`src/rtl/aes_ahb_slave_regs_if.sv`:
```
// AHB-Lite signal bundle between a bus master and the AES register-file responder.
interface aes_ahb_slave_regs_if;
    logic        HSEL;
    logic [31:0] HADDR;
    logic [1:0]  HTRANS;
    logic        HWRITE;
    logic [2:0]  HSIZE;
    logic [2:0]  HBURST;
    logic [31:0] HWDATA;
    logic        HREADY;
    logic [31:0] HRDATA;
    logic        HREADYOUT;
    logic        HRESP;

    modport master (
        output HSEL, HADDR, HTRANS, HWRITE, HSIZE, HBURST, HWDATA, HREADY,
        input  HRDATA, HREADYOUT, HRESP
    );

    modport slave (
        input  HSEL, HADDR, HTRANS, HWRITE, HSIZE, HBURST, HWDATA, HREADY,
        output HRDATA, HREADYOUT, HRESP
    );
endinterface

```
`src/rtl/aes_ahb_slave_regs.sv`:
```
// AHB-Lite register file for the AES-128 core: CTRL/STAT/KEY/PT/CT registers,
// launch control (START+PT3 or BIST enable) and ciphertext capture.
module aes_ahb_slave_regs #(
    parameter int unsigned ADDR_DEC_W = 6,
    parameter bit          ERR_EN     = 1'b1
) (
    input  logic                 HCLK,
    input  logic                 HRESETn,
    aes_ahb_slave_regs_if.slave  bus,
    output logic [127:0]         aes_key,
    output logic [127:0]         aes_pt,
    output logic                 aes_start,
    output logic                 bist_en,
    input  logic                 core_busy,
    input  logic                 core_done,
    input  logic [127:0]         core_ct
);

    typedef enum logic [1:0] {PH_IDLE, PH_DATA, PH_ERR1, PH_ERR2} phase_t;

    phase_t      phase;
    logic [3:0]  dph_idx;
    logic        dph_write;
    logic        hreadyout_q;
    logic        hresp_q;
    logic [31:0] hrdata_q;
    logic [31:0] rd_mux;

    logic [31:0] key_q [4];
    logic [31:0] pt_q  [4];
    logic [31:0] ct_q  [4];
    logic        armed;
    logic        done;

    // Address-phase decode
    logic [ADDR_DEC_W-1:0] a_off;
    logic [3:0]            a_idx;
    logic                  a_mapped;
    logic                  a_ro;
    logic                  a_err;
    logic                  accept;
    logic                  wr_en;
    logic                  rd_en;
    logic                  unused_bus;

    assign a_off    = bus.HADDR[ADDR_DEC_W-1:0];
    assign a_idx    = a_off[5:2];
    assign a_mapped = ((a_off >> 6) == '0) && (a_off[1:0] == 2'b00) && (a_idx != 4'h3);
    assign a_ro     = (a_idx == 4'h2) || (a_idx[3:2] == 2'b11);
    assign a_err    = ERR_EN && (!a_mapped || (bus.HSIZE != 3'b010) || (bus.HWRITE && a_ro));
    assign accept   = bus.HSEL && bus.HREADY && bus.HTRANS[1] && (phase != PH_ERR1);

    assign unused_bus = ^{bus.HBURST, bus.HADDR[31:ADDR_DEC_W]};

    assign wr_en = (phase == PH_DATA) && dph_write;
    assign rd_en = (phase == PH_DATA) && !dph_write;

    // Bus phase FSM; erroring transfers never reach PH_DATA, so they touch no register
    always_ff @(posedge HCLK or posedge HRESETn) begin
        if (HRESETn) begin
            phase       <= PH_IDLE;
            dph_idx     <= '0;
            dph_write   <= 1'b0;
            hreadyout_q <= 1'b1;
            hresp_q     <= 1'b0;
        end else if (accept) begin
            dph_idx   <= a_idx;
            dph_write <= bus.HWRITE;
            if (a_err) begin
                phase       <= PH_ERR1;
                hreadyout_q <= 1'b0;
                hresp_q     <= 1'b1;
            end else begin
                phase       <= PH_DATA;
                hreadyout_q <= 1'b1;
                hresp_q     <= 1'b0;
            end
        end else if (phase == PH_ERR1) begin
            phase       <= PH_ERR2;
            hreadyout_q <= 1'b1;
            hresp_q     <= 1'b1;
        end else begin
            phase       <= PH_IDLE;
            hreadyout_q <= 1'b1;
            hresp_q     <= 1'b0;
        end
    end

    always_comb begin
        rd_mux = '0;
        case (dph_idx)
            4'h1:                   rd_mux = {31'd0, bist_en};
            4'h2:                   rd_mux = {29'd0, armed, core_busy, done};
            4'h4, 4'h5, 4'h6, 4'h7: rd_mux = key_q[dph_idx[1:0]];
            4'h8, 4'h9, 4'hA, 4'hB: rd_mux = pt_q[dph_idx[1:0]];
            4'hC, 4'hD, 4'hE, 4'hF: rd_mux = ct_q[dph_idx[1:0]];
            default:                rd_mux = '0;
        endcase
    end

    assign bus.HRDATA    = rd_en ? rd_mux : hrdata_q;
    assign bus.HREADYOUT = hreadyout_q;
    assign bus.HRESP     = hresp_q;

    // Clears from a START/BIST write are placed after the core_done set so they win
    always_ff @(posedge HCLK or posedge HRESETn) begin
        if (HRESETn) begin
            key_q     <= '{default: '0};
            pt_q      <= '{default: '0};
            ct_q      <= '{default: '0};
            armed     <= 1'b0;
            done      <= 1'b0;
            bist_en   <= 1'b0;
            aes_start <= 1'b0;
            hrdata_q  <= '0;
        end else begin
            aes_start <= 1'b0;
            if (rd_en) begin
                hrdata_q <= rd_mux;
            end
            if (core_done) begin
                for (int unsigned i = 0; i < 4; i++) begin
                    ct_q[i] <= core_ct[32*i +: 32];
                end
                done <= 1'b1;
            end
            if (wr_en) begin
                case (dph_idx)
                    4'h0: begin
                        if (bus.HWDATA[0]) begin
                            armed <= 1'b1;
                            done  <= 1'b0;
                        end
                    end
                    4'h1: begin
                        bist_en <= bus.HWDATA[0];
                        if (bus.HWDATA[0] && !bist_en) begin
                            aes_start <= 1'b1;
                            done      <= 1'b0;
                            armed     <= 1'b0;
                        end
                    end
                    4'h4, 4'h5, 4'h6, 4'h7: begin
                        if (!core_busy) key_q[dph_idx[1:0]] <= bus.HWDATA;
                    end
                    4'h8, 4'h9, 4'hA, 4'hB: begin
                        if (!core_busy) begin
                            pt_q[dph_idx[1:0]] <= bus.HWDATA;
                            if ((dph_idx == 4'hB) && armed && !bist_en) begin
                                aes_start <= 1'b1;
                                armed     <= 1'b0;
                            end
                        end
                    end
                    default: ;
                endcase
            end
        end
    end

    assign aes_key = {key_q[3], key_q[2], key_q[1], key_q[0]};
    assign aes_pt  = {pt_q[3], pt_q[2], pt_q[1], pt_q[0]};

endmodule

```
`src/flat_wrapper.sv`:
```
// flat-port wrapper written by rule: the top's interface ports become plain ports
module aes_ahb_slave_regs_flat 
#(
    parameter int unsigned ADDR_DEC_W = 6,
    parameter bit          ERR_EN     = 1'b1
)
  (HCLK, HRESETn, aes_key, aes_pt, aes_start, bist_en, core_busy, core_done, core_ct, bus_HSEL, bus_HADDR, bus_HTRANS, bus_HWRITE, bus_HSIZE, bus_HBURST, bus_HWDATA, bus_HREADY, bus_HRDATA, bus_HREADYOUT, bus_HRESP);
  aes_ahb_slave_regs_if bus_i ();
  input  logic HCLK;
  input  logic HRESETn;
  output logic [127:0] aes_key;
  output logic [127:0] aes_pt;
  output logic aes_start;
  output logic bist_en;
  input  logic core_busy;
  input  logic core_done;
  input  logic [127:0] core_ct;
  input wire logic [$bits(bus_i.HSEL)-1:0] bus_HSEL;
  input wire logic [$bits(bus_i.HADDR)-1:0] bus_HADDR;
  input wire logic [$bits(bus_i.HTRANS)-1:0] bus_HTRANS;
  input wire logic [$bits(bus_i.HWRITE)-1:0] bus_HWRITE;
  input wire logic [$bits(bus_i.HSIZE)-1:0] bus_HSIZE;
  input wire logic [$bits(bus_i.HBURST)-1:0] bus_HBURST;
  input wire logic [$bits(bus_i.HWDATA)-1:0] bus_HWDATA;
  input wire logic [$bits(bus_i.HREADY)-1:0] bus_HREADY;
  output wire logic [$bits(bus_i.HRDATA)-1:0] bus_HRDATA;
  output wire logic [$bits(bus_i.HREADYOUT)-1:0] bus_HREADYOUT;
  output wire logic [$bits(bus_i.HRESP)-1:0] bus_HRESP;
  assign bus_i.HSEL = bus_HSEL;
  assign bus_i.HADDR = bus_HADDR;
  assign bus_i.HTRANS = bus_HTRANS;
  assign bus_i.HWRITE = bus_HWRITE;
  assign bus_i.HSIZE = bus_HSIZE;
  assign bus_i.HBURST = bus_HBURST;
  assign bus_i.HWDATA = bus_HWDATA;
  assign bus_i.HREADY = bus_HREADY;
  assign bus_HRDATA = bus_i.HRDATA;
  assign bus_HREADYOUT = bus_i.HREADYOUT;
  assign bus_HRESP = bus_i.HRESP;
  aes_ahb_slave_regs #(.ADDR_DEC_W(ADDR_DEC_W), .ERR_EN(ERR_EN)) u_core (.HCLK(HCLK), .HRESETn(HRESETn), .bus(bus_i), .aes_key(aes_key), .aes_pt(aes_pt), .aes_start(aes_start), .bist_en(bist_en), .core_busy(core_busy), .core_done(core_done), .core_ct(core_ct));
endmodule
```
`config.mk`:
```
export PLATFORM = sky130hd
export DESIGN_NAME = aes_ahb_slave_regs_flat
export DESIGN_NICKNAME = d
export VERILOG_FILES = /design/src/rtl/aes_ahb_slave_regs_if.sv /design/src/rtl/aes_ahb_slave_regs.sv /design/src/flat_wrapper.sv
export SDC_FILE = /design/constraint.sdc
export NUM_CORES = 1
export LEC_CHECK = 0
export CAP_MARGIN = 20
export CORE_MARGIN = 1
export CORE_UTILIZATION = 49
export CTS_CLUSTER_DIAMETER = 150
export DETAILED_ROUTE_END_ITERATION = 12
export GPL_TIMING_DRIVEN = 0
export PLACE_DENSITY = 0.81
export SYNTH_ARGS = -nofsm -noshare
export SYNTH_HDL_FRONTEND = slang
export SYNTH_SLANG_ARGS = --single-unit
```
`constraint.sdc`:
```
create_clock -name HCLK -period 18.7 [get_ports HCLK]
set_input_delay 2.805 -clock HCLK [delete_from_list [all_inputs] [get_ports HCLK]]
set_output_delay 2.805 -clock HCLK [all_outputs]
set_load 0.005 [all_outputs]
```
==> qor.csv, run 1 <==
metric;value;unit
ys_types;39;
finalMaxSlewViolations;0;
ys_ff_latch;428;
drt_wl_total;62.5;mm
hold_class;flop to flop;
core_region_area;0.0378;mm2
status;completed;
drc;0;
htree_levels;2;
grt_pass1_wl;91.6;mm
leakage;11.3;nW
start_kind;primary input;
cap_violations;0;
nNetsFinal;1933;
routed-via-count;13200;
fin_crit_sh;38.9;%
synth_flop_cell;dfrtp_1;
syn_nets;1417;
grt_usage;32.3;%
max_freq;138;MHz
cts_buffer_depth;3;
grt_pass1_vias;14200;
async_flop_share;100;%
grt_max_degree;128;
cts_made_buffers;45;
cp-end-kind;output pin;
rsz0062_at_grt;no;
r2r_cells;6;
yosysWarnings;0;
hold_buffers;0;
p_per_area;145;mW/mm2
drive_above_1_share;32.2;%
cp.required;15.89;ns
synth_edf_count;0;
path_class;primary input to output pin;
wire_per_inst;27.5;um
firstDrtPassIters;5;
syn_to_final_growth;36.6;%
arrival;4.47;ns
antenna_found_initial;3;
clk_latency;0.58;ns
clock_sinks;428;
setup_tns;0;ns
die-area;0.0394;mm2
post_cts_buffers;0;
ioPinCount;499;
hpwl;44.2;mm
cts-resized-gates;0;
drtIter0Drc;807;
root_buffer;clkbuf_16;
setup_viol;0;
final_hold_viol_count;0;
place_congestion;0.824;
synth_area;0.0189;mm2
die_h;198;um
rows;71;
syn_area_per_cell;15.6;um2
path_clk_slew;0.06;ns
cts_tree;yes;
fp.dieW;198;um
holdPathEnd;u_core.ct_q[126]$_DFFE_PP0P_;
syn_inst;1210;
start_util;50.0;%
numPortBuffers;466;
reg2reg_from;u_core.dph_idx[3]$_DFFE_PP0P_;
nFillCells;2660;
final_core_util;68.2;%
hold_depth;1;
viasPerCell;5.78;
overflow;0;
irDropWorstVdd;0.0809;mV
crit_path_max_fanout;4;
worstMarginPinSlew;1.08;ns
reg2reg_slack;15.58;ns
yosysSeqAreaShare;56.7;%
final.setup_skew;0.0159;ns
min_from;u_core.ct_q[126]$_DFFE_PP0P_;
reg2reg_to;u_core.hrdata_q[5]$_DFF_PP0_;
slew_headroom;28.0;%
drtAntennaViolNets;0;
power;3.73;mW
layout_min_cycle_time;7.27;ns
## final cells by class
cell class,count,area (um2),share of cell area (%)
clock buffers,72,1400,5.42
plain buffers,86,387,1.50
flip-flops and latches,428,10700,41.5
diodes,4,10.0,0.0388
multi-input cells,692,7790,30.2
clock inverters,10,110,0.426
inverters,4,22.5,0.0872
repair buffers,469,4750,18.4
well taps,511,639,2.48
## power by group
part	leakage [nW]	switching [mW]	internal [mW]	total [mW]
sequential	5.54	0.177	1.17	1.35
clock	0.749	0.374	0.540	0.914
combinational	5.05	0.630	0.839	1.47
total	11.3	1.18	2.55	3.73
## worst max-delay path, stage by stage
cell             delay [ns]
clkdlybuf4s50_1        0.59
a221oi_1               0.13
a211o_1                0.24
o21ai_0                0.10
clkdlybuf4s50_1        0.59
## cells by family (layout without fill, tap and decap cells)
logic type,after synthesis,in the layout,synth area share [%]
mux,516,516,36.4
flops,428,428,56.7
simple gates,130,130,3.16
buf+inv,90,641,2.12
compound gates,46,46,1.63
other cells,0,4,0
## worst max-delay path by stage
stage                          from                            end  slack, ns
after CTS                 core_busy                  bus_HRDATA[1]      11.44
after detailed placement  core_busy                  bus_HRDATA[1]      11.45
after global routing      core_busy                  bus_HRDATA[1]      11.36
after global placement      HRESETn    u_core.ct_q[23]$_DFFE_PP0P_      -0.91
after floorplan             HRESETn  u_core.aes_key[0]$_DFFE_PP0P_       3.98
final                     core_busy                  bus_HRDATA[1]      11.43
## layout by cell type, fill, tap and decap left out, drive strengths merged, types with 3 or more instances in the layout
| cell type | Yosys | final |
|---|---|---|
| o21ai | 5 | 5 |
| inv | 4 | 6 |
| a31oi | 29 | 29 |
| clkinv | 0 | 6 |
| mux4 | 96 | 96 |
| clkbuf | 27 | 99 |
| nor4 | 4 | 4 |
| nor2b | 3 | 3 |
| dfrtp | 427 | 427 |
| diode | 0 | 4 |
| nand2b | 4 | 4 |
| clkdlybuf4s50 | 0 | 466 |
| nor2 | 33 | 33 |
| nand3 | 34 | 34 |
| buf | 59 | 62 |
| mux2 | 418 | 418 |
| nand2 | 43 | 43 |
## routing by layer
metal  up-vias  wire (um)  global-route usage (%)
li1       5558          -                       -
met1      6884      24400                    40.7
met2       570      30200                    52.1
met3       143       5050                    8.32
met4         0       2830                    15.5
met5         -          0                       0
## metrics by stage
stage / cells / area, um2 / hold slack (ns) / setup slack (ns)
3_3_place_gp: 2187 / 24200 / 0.484 / -0.913
5_1_grt: 2275 / 25800 / 0.511 / 11.36
6_report: 2276 / 25800 / 0.502 / 11.43
3_5_place_dp: 2190 / 24300 / 0.491 / 11.45
4_1_cts: 2272 / 25800 / 0.504 / 11.44
2_1_floorplan: 1210 / 18900 / 0.475 / 3.98
## Yosys cell counts, drive strengths merged, types with 3 or more instances
master | instances | area (um2)
a31oi | 29 | 181
nor2b | 3 | 18.8
clkbuf | 27 | 101
mux4 | 96 | 2160
buf | 59 | 285
nor2 | 33 | 124
mux2 | 418 | 4710
dfrtp | 427 | 10700
nand2 | 43 | 161
nor4 | 4 | 31.3
o21ai | 5 | 25.0
nand2b | 4 | 25.0
inv | 4 | 15.0
nand3 | 34 | 170
## sequential cells by signal, indices dropped and copies added (netlist names)
name,flops
u_core.aes_key,128
u_core.aes_pt,128
u_core.ct_q,128
u_core.hrdata_q,32
u_core.dph_idx,4
u_core.aes_start,1
u_core.armed,1
u_core.bist_en,1
u_core.bus.HREADYOUT,1
u_core.bus.HRESP,1
u_core.done,1
u_core.dph_write,1
u_core.phase,1
Note: power is estimated with default switching activity, not from simulation.
==> run 2: changes to the inputs <==
==> constraint.sdc (replaced) <==
create_clock -name HCLK -period 6.7 [get_ports HCLK]
set_input_delay 1.005 -clock HCLK [delete_from_list [all_inputs] [get_ports HCLK]]
set_output_delay 1.005 -clock HCLK [all_outputs]
set_load 0.005 [all_outputs]
==> qor.csv, run 2 (same netlist as run 1, synthesis figures left out) <==
metric;value;unit;change
setup.worst_path.start;u_core.dph_idx[3]$_DFFE_PP0P_;;
p_per_area;401;mW/mm2;+180%
path_clk_slew;0.06;ns;about the same
start_util;50.0;%;unchanged
r2r_cells;6;;unchanged
hpwl;45.0;mm;+1.8%
place_congestion;0.866;;+5.1%
drtIter0Drc;797;;-1.2%
crit_end;bus_HRDATA[5];;
cp-end-kind;output pin;;
firstDrtPassIters;5;;unchanged
fp.dieW;198;um;unchanged
overflow;0;;unchanged
reg2reg_slack;3.56;ns;-12.02 ns
htree_levels;2;;unchanged
place_inst;2198;;+0.37%
multiInputGateArea;0.00779;mm2;unchanged
drtAntennaViolNets;0;;unchanged
drt_wl_total;63.3;mm;+1.2%
max_freq;194;MHz;
start_kind;flop;;
hold_buffers;0;;unchanged
cts_made_buffers;45;;unchanged
nFillCells;2670;;+0.38%
arrival;4.16;ns;-0.31 ns
cts_tree;yes;;
cts-resized-gates;0;;unchanged
nNetsFinal;1941;;+0.41%
grt_max_degree;45;;-65%
die-area;0.0394;mm2;unchanged
worstMarginPinSlew;1.09;ns;+0.0125 ns
path_class;flop to output pin;;
cts_buffer_depth;3;;unchanged
cp.required;5.69;ns;-10.20 ns
die_h;198;um;unchanged
layout_min_cycle_time;5.16;ns;
rows;71;;unchanged
leakage;11.4;nW;+0.40%
crit_path_max_fanout;10;;+6
final.setup_skew;0.0213;ns;+0.00543 ns
setup_viol;0;;unchanged
drc;0;;unchanged
hold_ws;0.501;ns;-0.000539 ns
antenna_found_initial;4;;+1
hold_class;flop to flop;;
wire_per_inst;27.7;um;+0.87%
regArea;0.0107;mm2;unchanged
reg2reg_to;u_core.hrdata_q[6]$_DFF_PP0_;;
layout_common_cells;clkdlybuf4s50_1 (466), dfrtp_1 (427), mux2_2 (345);;
cap_violations;0;;unchanged
status;completed;;
finalMaxSlewViolations;0;;unchanged
rsz0062_at_grt;no;;
fin_crit_sh;77.0;%;
irDropWorstVdd;0.238;mV;+190%
numPortBuffers;466;;unchanged
clk_latency;0.58;ns;about the same
routed-via-count;13300;;+1.1%
syn_to_final_growth;37.2;%;
grt_pass1_wl;91.8;mm;+0.18%
clock_sinks;428;;unchanged
instances_no_fill;2284;;+0.35%
grt_usage;32.6;%;+0.32 points
ioPinCount;499;;unchanged
grt_pass1_vias;14200;;-0.27%
reg2reg_from;u_core.dph_idx[3]$_DFFE_PP0P_;;
root_buffer;clkbuf_16;;
final_hold_viol_count;0;;unchanged
core_region_area;0.0378;mm2;unchanged
viasPerCell;5.82;;+0.73%
slew_headroom;27.1;%;-0.83 points
post_cts_buffers;0;;unchanged
mostFrequentLayoutCell;clkdlybuf4s50_1;;
drive_above_1_share;32.7;%;+0.51 points
==> run 2: cell count changes in the layout (fill, tap and decap cells not counted), sizes merged <==
cell,delta
buf,+8
clkbuf,-9
clkinv,+5
clkinvlp,+4
diode,+2
inv,-2
==> run 2: how the worst min path moves through the flow <==
stage | from | to | slack [ns] | cells past startpoint
after floorplan | u_core.ct_q[100]$_DFFE_PP0P_ | u_core.ct_q[100]$_DFFE_PP0P_ | 0.48 | 1
after global placement | u_core.ct_q[102]$_DFFE_PP0P_ | u_core.ct_q[102]$_DFFE_PP0P_ | 0.48 | 1
after detailed placement | u_core.ct_q[91]$_DFFE_PP0P_ | u_core.ct_q[91]$_DFFE_PP0P_ | 0.49 | 1
after CTS | u_core.ct_q[10]$_DFFE_PP0P_ | u_core.ct_q[10]$_DFFE_PP0P_ | 0.50 | 1
after global routing | u_core.ct_q[113]$_DFFE_PP0P_ | u_core.ct_q[113]$_DFFE_PP0P_ | 0.51 | 1
final | u_core.ct_q[46]$_DFFE_PP0P_ | u_core.ct_q[46]$_DFFE_PP0P_ | 0.50 | 1
==> run 2: stage by stage <==
| step | utilization [%] | setup TNS (ns) | power (mW) | instance area (um2) | setup slack (ns) |
|---|---|---|---|---|---|
| final | 68.6 | 0 | 10.4 | 25900 | 1.54 |
| after global routing | 68.5 | 0 | 10.8 | 25900 | 1.48 |
| after CTS | 68.5 | 0 | 10.4 | 25900 | 1.59 |
| after detailed placement | 64.6 | 0 | 7.90 | 24500 | 2.22 |
| after global placement | 64.0 | -1162.65 | 7.79 | 24200 | -2.77 |
| after floorplan | - | -34.84 | 5.60 | 18900 | -0.0816 |
==> run 2: final cells by class <==
cell class                      instances  area share (%)
Antenna cell                            6          0.0579
Buffer                                 86            1.49
Clock buffer                           63            5.11
Clock inverter                         17           0.579
Inverter                                4          0.0723
Multi-Input combinational cell        692            30.0
Sequential cell                       428            41.3
Tap cell                              511            2.46
Timing Repair Buffer                  477            18.9
==> run 2: worst max-delay path, cell delays in order (launching register included) <==
cell	delay, ns
dfrtp_1	0.53
buf_2	0.40
buf_1	0.56
buf_2	0.40
buf_1	0.65
nand3_1	0.17
a31oi_1	0.29
clkdlybuf4s50_1	0.57
==> run 2: report_power, final <==
| part | internal [mW] | total (mW) | switching [mW] |
|---|---|---|---|
| registers | 3.27 | 3.77 | 0.500 |
| logic | 2.35 | 4.12 | 1.77 |
| clock network | 1.46 | 2.51 | 1.05 |
==> run 2: routing by layer <==
layer	GRT usage, %	routed length (um)	share of wire, %	vias up
met5	0	0	0	-
met2	53.7	31000	49	599
met3	8.19	5060	8.0	135
met4	14.1	2400	3.8	0
li1	-	-	-	5572
met1	41.0	24800	39	6991
==> run 3: changes to the inputs <==
==> constraint.sdc (replaced) <==
create_clock -name HCLK -period 5.13 [get_ports HCLK]
set_input_delay 0.7695 -clock HCLK [delete_from_list [all_inputs] [get_ports HCLK]]
set_output_delay 0.7695 -clock HCLK [all_outputs]
set_load 0.005 [all_outputs]
==> results of run 3 <==
The final DEF is identical to that of run 2. Status: completed.
Main changes from that run: setup slack after placement 2.22 ns -> 0.887 ns; setup slack after layout 1.54 ns -> 0.205 ns; register-to-register setup slack 3.56 ns -> 1.99 ns; total power 10.4 mW -> 13.6 mW; worst IR drop on VDD 0.238 mV -> 0.311 mV
